--- src/rtl/lsu_pipelined.sv ---
// Pipelined load/store unit: OBI-style grant/rvalid data port, in-order tracking FIFO,
// byte-enable/lane generation and load extension. Optional macro: LSU_MISALIGN_TRAP_EN.
module lsu_pipelined #(
    parameter int unsigned DATA_WIDTH      = 32,
    parameter int unsigned ADDR_WIDTH      = 32,
    parameter int unsigned MAX_OUTSTANDING = 2
) (
    input  logic                    clk_i,
    input  logic                    rst_i,
    input  logic                    req_valid_i,
    output logic                    req_ready_o,
    input  logic                    req_we_i,
    input  logic [1:0]              req_size_i,
    input  logic                    req_unsigned_i,
    input  logic [ADDR_WIDTH-1:0]   req_addr_i,
    input  logic [DATA_WIDTH-1:0]   req_wdata_i,
    output logic                    resp_valid_o,
    output logic                    resp_we_o,
    output logic [DATA_WIDTH-1:0]   resp_rdata_o,
    output logic                    misalign_o,
    output logic                    busy_o,
    output logic                    data_req_o,
    input  logic                    data_gnt_i,
    input  logic                    data_rvalid_i,
    output logic [ADDR_WIDTH-1:0]   data_addr_o,
    output logic                    data_we_o,
    output logic [DATA_WIDTH/8-1:0] data_be_o,
    output logic [DATA_WIDTH-1:0]   data_wdata_o,
    input  logic [DATA_WIDTH-1:0]   data_rdata_i
);

    localparam int unsigned NB  = DATA_WIDTH / 8;
    localparam int unsigned OFF = $clog2(NB);
    localparam int unsigned PW  = (MAX_OUTSTANDING > 1) ? $clog2(MAX_OUTSTANDING) : 1;
    localparam int unsigned CW  = $clog2(MAX_OUTSTANDING + 1);

    typedef struct packed {
        logic           we;
        logic [1:0]     size;
        logic           uns;
        logic [OFF-1:0] off;
    } entry_t;

    logic [OFF-1:0]        w_off_raw;
    logic [OFF-1:0]        w_align_mask;
    logic [OFF-1:0]        w_off;
    logic                  w_size_ok;
    logic                  w_legal;
    logic                  w_issue_ok;
    logic                  w_reject;
    logic [1:0]            w_size_eff;
    logic [NB-1:0]         w_be_base;
    logic [DATA_WIDTH-1:0] w_wdata;

    logic                  w_full;
    logic                  w_empty;
    logic                  w_push;
    logic                  w_pop;
    entry_t                w_push_entry;
    entry_t                w_head;
    logic [DATA_WIDTH-1:0] w_shift;
    logic                  w_msb;
    logic                  w_sign;
    logic [DATA_WIDTH-1:0] w_ext;

    entry_t                r_fifo [MAX_OUTSTANDING];
    logic [PW-1:0]         r_wptr;
    logic [PW-1:0]         r_rptr;
    logic [CW-1:0]         r_count;
    logic                  r_resp_valid;
    logic                  r_resp_we;
    logic [DATA_WIDTH-1:0] r_resp_rdata;
    logic                  r_misalign;

    function automatic logic [PW-1:0] f_ptr_next(input logic [PW-1:0] p);
        return (p == PW'(MAX_OUTSTANDING - 1)) ? '0 : p + PW'(1);
    endfunction

    always_comb begin
        w_off_raw    = req_addr_i[OFF-1:0];
        w_align_mask = OFF'((32'd1 << req_size_i) - 32'd1);
        w_size_ok    = (DATA_WIDTH == 64) || (req_size_i != 2'b11);
        w_legal      = w_size_ok && ((w_off_raw & w_align_mask) == '0);
        // An oversize request on a 32-bit bus degrades to a full-word access.
        w_size_eff   = w_size_ok ? req_size_i : 2'b10;
`ifdef LSU_MISALIGN_TRAP_EN
        w_off        = w_off_raw;
        w_issue_ok   = w_legal;
        w_reject     = req_valid_i && !w_legal;
`else
        w_off        = w_legal ? w_off_raw : '0;
        w_issue_ok   = 1'b1;
        w_reject     = 1'b0;
`endif
    end

    always_comb begin
        w_be_base = '0;
        for (int unsigned i = 0; i < NB; i++) begin
            w_be_base[i] = (i < (32'd1 << w_size_eff));
        end
        case (w_size_eff)
            2'b00:   w_wdata = {NB{req_wdata_i[7:0]}};
            2'b01:   w_wdata = {(NB/2){req_wdata_i[15:0]}};
            2'b10:   w_wdata = {(NB/4){req_wdata_i[31:0]}};
            default: w_wdata = req_wdata_i;
        endcase
    end

    assign w_full       = (r_count == CW'(MAX_OUTSTANDING));
    assign w_empty      = (r_count == '0);
    assign data_req_o   = req_valid_i && w_issue_ok && !w_full;
    assign req_ready_o  = (data_req_o && data_gnt_i) || w_reject;
    assign data_addr_o  = {req_addr_i[ADDR_WIDTH-1:OFF], {OFF{1'b0}}};
    assign data_we_o    = req_we_i;
    assign data_be_o    = w_be_base << w_off;
    assign data_wdata_o = w_wdata;

    assign w_push = data_req_o && data_gnt_i;
    assign w_pop  = data_rvalid_i && !w_empty;

    always_comb begin
        w_push_entry      = '0;
        w_push_entry.we   = req_we_i;
        w_push_entry.size = w_size_eff;
        w_push_entry.uns  = req_unsigned_i;
        w_push_entry.off  = w_off;
    end

    always_ff @(posedge clk_i) begin
        if (w_push) begin
            r_fifo[r_wptr] <= w_push_entry;
        end
    end

    always_ff @(posedge clk_i or posedge rst_i) begin
        if (rst_i) begin
            r_wptr  <= '0;
            r_rptr  <= '0;
            r_count <= '0;
        end else begin
            if (w_push) begin
                r_wptr <= f_ptr_next(r_wptr);
            end
            if (w_pop) begin
                r_rptr <= f_ptr_next(r_rptr);
            end
            case ({w_push, w_pop})
                2'b10:   r_count <= r_count + CW'(1);
                2'b01:   r_count <= r_count - CW'(1);
                default: r_count <= r_count;
            endcase
        end
    end

    assign w_head  = r_fifo[r_rptr];
    assign w_shift = data_rdata_i >> {w_head.off, 3'b000};

    always_comb begin
        case (w_head.size)
            2'b00:   w_msb = w_shift[7];
            2'b01:   w_msb = w_shift[15];
            2'b10:   w_msb = w_shift[31];
            default: w_msb = w_shift[DATA_WIDTH-1];
        endcase
        w_sign = !w_head.uns && w_msb;
        w_ext  = '0;
        for (int unsigned i = 0; i < DATA_WIDTH; i++) begin
            w_ext[i] = (i < (32'd8 << w_head.size)) ? w_shift[i] : w_sign;
        end
    end

    always_ff @(posedge clk_i or posedge rst_i) begin
        if (rst_i) begin
            r_resp_valid <= 1'b0;
            r_resp_we    <= 1'b0;
            r_resp_rdata <= '0;
            r_misalign   <= 1'b0;
        end else begin
            r_resp_valid <= w_pop;
            r_misalign   <= w_reject;
            if (w_pop) begin
                r_resp_we    <= w_head.we;
                r_resp_rdata <= w_head.we ? '0 : w_ext;
            end
        end
    end

    // A response with nothing in flight (e.g. a request lost across reset) is dropped.
    always_ff @(posedge clk_i) begin
        if (!rst_i) begin
            assert (!(data_rvalid_i && w_empty))
                else $warning("lsu_pipelined: stray rvalid ignored");
        end
    end

    assign resp_valid_o = r_resp_valid;
    assign resp_we_o    = r_resp_we;
    assign resp_rdata_o = r_resp_rdata;
    assign misalign_o   = r_misalign;
    assign busy_o       = !w_empty;

endmodule

--- config.mk ---
export PLATFORM = sky130hd
export DESIGN_NAME = lsu_pipelined
export DESIGN_NICKNAME = d
export VERILOG_FILES = /design/src/rtl/lsu_pipelined.sv
export SDC_FILE = /design/constraint.sdc
export NUM_CORES = 1
export LEC_CHECK = 0
export BUFFER_PORTS_ARGS = -buffer_cell sky130_fd_sc_hd__clkbuf_2
export CAP_MARGIN = 20
export CORE_ASPECT_RATIO = 1.1
export CORE_MARGIN = 3
export CORE_UTILIZATION = 43
export DETAILED_ROUTE_END_ITERATION = 16
export GPL_TIMING_DRIVEN = 0
export HOLD_SLACK_MARGIN = 0.08
export PLACE_DENSITY_LB_ADDON = 0.08
export SETUP_SLACK_MARGIN = 0.15
export SYNTH_ARGS = -nofsm -noshare
export SYNTH_HDL_FRONTEND = slang
export SYNTH_SLANG_ARGS = --single-unit
--- constraint.sdc ---
create_clock -name clk_i -period 2.15 [get_ports clk_i]
set_input_delay 0.215 -clock clk_i [delete_from_list [all_inputs] [get_ports clk_i]]
set_output_delay 0.215 -clock clk_i [all_outputs]
set_load 0.05 [all_outputs]
==> impl_metrics.json <==
{
  "start_kind": "flip-flop",
  "dieArea_mm2": 0.00861,
  "via_count": 3094,
  "grt_overflow_total": 0,
  "total_power_mw": 5.65,
  "seqPwrFrac_pct": 26.4,
  "layout_common_cells": "clkbuf_2 (178), buf_4 (55), nand2_1 (43)",
  "drt-initial-drc-count": 140,
  "avgSynthCellArea_um2": 10.4,
  "reg2reg_slack_ns": 0.13,
  "synth_edf_count": 12,
  "antenna_found_initial": 0,
  "fin_nets": 618,
  "fmax_mhz": 495,
  "dp_hpwl_mm": 7.56,
  "irDropWorstVdd_v": 0.000664,
  "area_growth_pct": 42.5,
  "hp-start": "req_unsigned_i",
  "cts.sinks": 50,
  "cts_tree": "built",
  "critical_path_required_ns": 2.35,
  "switchingPower_mw": 2.88,
  "setup_viol": 0,
  "holdPathEnd": "r_fifo[0][2]",
  "hold_violations": 0,
  "fp.dieH_um": 97.0,
  "grt_max_degree": 39,
  "pre_cts_ws_ns": -0.0516,
  "rsz0062_at_grt": "yes",
  "p_clk_share_pct": 9.7,
  "skew_ns": 0.00732,
  "yosysSeqAreaShare_pct": 40.5,
  "post_drt_wl_per_cell_um": 15.9,
  "wl_mm": 9.50,
  "path_clk_slew_ns": 0.10,
  "fp.dieW_um": 88.8,
  "cts_inserted_buffers": 5,
  "period_minus_slack_ns": 2.02,
  "ys_types": 45,
  "leakage_nw": 2.41,
  "cp-end-kind": "flip-flop",
  "syn_area_mm2": 0.00324,
  "internal-power_mw": 2.77,
  "grt_pass1_vias": 2996,
  "timing.rr.end": "resp_rdata_o[9]",
  "core_area_mm2": 0.00717,
  "final_core_util_pct": 64.4,
  "share_comb_of_total_power_pct": 63.9,
  "clockBufferDepth": 2,
  "drc": 0,
  "vias_per_cell": 5.17,
  "clock_latency_ns": 0.30,
  "drive_above_1_share_pct": 56.7,
  "cp_max_fo": 5,
  "portBuffers": 177,
  "whs_path_depth": 1,
  "final_common_cell": "clkbuf_2",
  "ys_warn_count": 0,
  "powerDensity_mw_per_mm2": 1220,
  "netlist_instances": 312,
  "slew_headroom_pct": 47.1,
  "status": "finished clean",
  "gp_congestion": 0.833,
  "path_class": "flip-flop to flip-flop",
  "start_util_pct": 45.2,
  "post-route-period-util_pct": 93.9,
  "r2r-start": "r_rptr",
  "async_flop_share_pct": 76.0,
  "arrival_ns": 2.22,
  "ys_ff_latch": 50,
  "worst_hold_path_type": "primary input to flip-flop",
  "switching_share_pct": 51.0,
  "drt.antenna.violating_nets": 0,
  "setup_slack_ns": 0.132,
  "diodes": 0,
  "ioPinCount": 212,
  "r2r_cells": 9,
  "worstMarginPinSlew_ns": 0.790,
  "dr.pass1.iters": 4,
  "rows": 32,
  "maxSlewViolCount": 0,
  "grt_pass1_wl_mm": 14.6,
  "grtUsageTotal_pct": 21.4,
  "cts-root-buf": "clkbuf_8",
  "synth_ff_type": "dfrtp_1",
  "h-tree-depth": 2,
  "max_cap_violations": 0
}
[power groups by stage]
| stage | combinational [mW] | clock, mW | sequential (mW) |
|---|---|---|---|
| 3_5_place_dp | 3.23 | 0 | 1.50 |
| 5_1_grt | 3.82 | 0.588 | 1.52 |
| 6_report | 3.61 | 0.547 | 1.49 |
| 3_3_place_gp | 3.19 | 0 | 1.49 |
| 2_1_floorplan | 1.64 | 0 | 2.33 |
| 4_1_cts | 3.48 | 0.560 | 1.49 |
[worst max-delay path, stage by stage (launching register included)]
cell	delay (ns)
dfrtp_1	0.35
buf_6	0.13
buf_12	0.12
mux2i_4	0.26
buf_6	0.16
buf_8	0.13
mux2_4	0.29
a221o_1	0.34
nand2_1	0.09
o21ai_1	0.06
[cells in the mapped netlist, types with 6 or more instances]
cell type,number,area share [%]
mux2_1,14,4.9
edfxtp_1,12,11
inv_1,6,0.70
a221o_1,14,4.3
nand2_1,46,5.3
mux2_2,9,3.1
buf_4,46,11
o21ai_1,8,1.2
mux2i_1,28,8.7
o211ai_1,8,1.9
dfrtp_1,38,29
nor2_1,8,0.93
o21ai_0,10,1.5
a32o_1,7,2.2
[layout make-up]
cell class | count | area, um2
fillers | 626 | 2550
multi-input cells | 197 | 1600
well taps | 85 | 106
flip-flops and latches | 50 | 1310
plain buffers | 61 | 457
repair buffers | 191 | 1020
clock buffers | 5 | 68.8
inverters | 6 | 22.5
clock inverters | 3 | 21.3
[how the worst max path moves through the flow]
stage / slack, ns / end / cells after the start / from
after detailed placement: -0.05 / r_count[1] / 7 / r_count[0]
after floorplan: 0.18 / resp_rdata_o[24] / 7 / r_rptr
after CTS: 0.15 / resp_rdata_o[9] / 9 / r_rptr
final: 0.13 / resp_rdata_o[9] / 9 / r_rptr
after global placement: 0.007 / r_count[1] / 7 / r_count[0]
after global routing: 0.06 / resp_rdata_o[30] / 7 / r_rptr
[cells by family (layout without fill, tap and decap cells)]
logic type               after synthesis  count (layout)  share of synthesized area, %
buffers and inverters                 67             266                          13.8
adder cells (fa/ha/maj)                1               1                         0.386
XOR/XNOR                               7               7                          1.89
flip-flops                            50              50                          40.5
multiplexers                          54              54                          18.2
AND/OR/NAND/NOR                       68              68                          9.12
other                                  1               3                         0.116
AO/OA/AOI/OAI                         64              64                          16.0
[per-stage QoR]
| step | hold WS, ns | std cells | setup TNS (ns) | area [um2] |
|---|---|---|---|---|
| CTS | 0.0990 | 595 | 0 | 4510 |
| floorplan | 0.314 | 314 | 0 | 3250 |
| global placement | 0.408 | 576 | 0 | 4250 |
| finish | 0.106 | 598 | 0 | 4620 |
| detailed placement | 0.397 | 576 | -0.0634 | 4250 |
| global route | 0.100 | 598 | 0 | 4620 |
[flip-flops by register name, indices dropped and copies added, names as in the netlist]
name	flops
r_count	2
r_fifo	12
r_rptr	1
r_wptr	1
resp_rdata_o	32
resp_valid_o	1
resp_we_o	1
[per-layer routing]
metal  vias up  GRT usage, %  share of wire (%)
li1       1492             -                  -
met1      1455          27.6                 38
met2       138          37.3                 53
met3         9          3.32                7.7
met4         0          4.07               0.95
met5         -             0                  0
[what timing repair did]
item,in CTS,in global routing
setup endpoints to repair,33,40
resized for setup,21,22
hold buffers,1,0
setup buffers,9,3
pin swaps,6,12
hold endpoints to repair,38,0
gates cloned,1,0
Power figures use the tool's default switching activity.
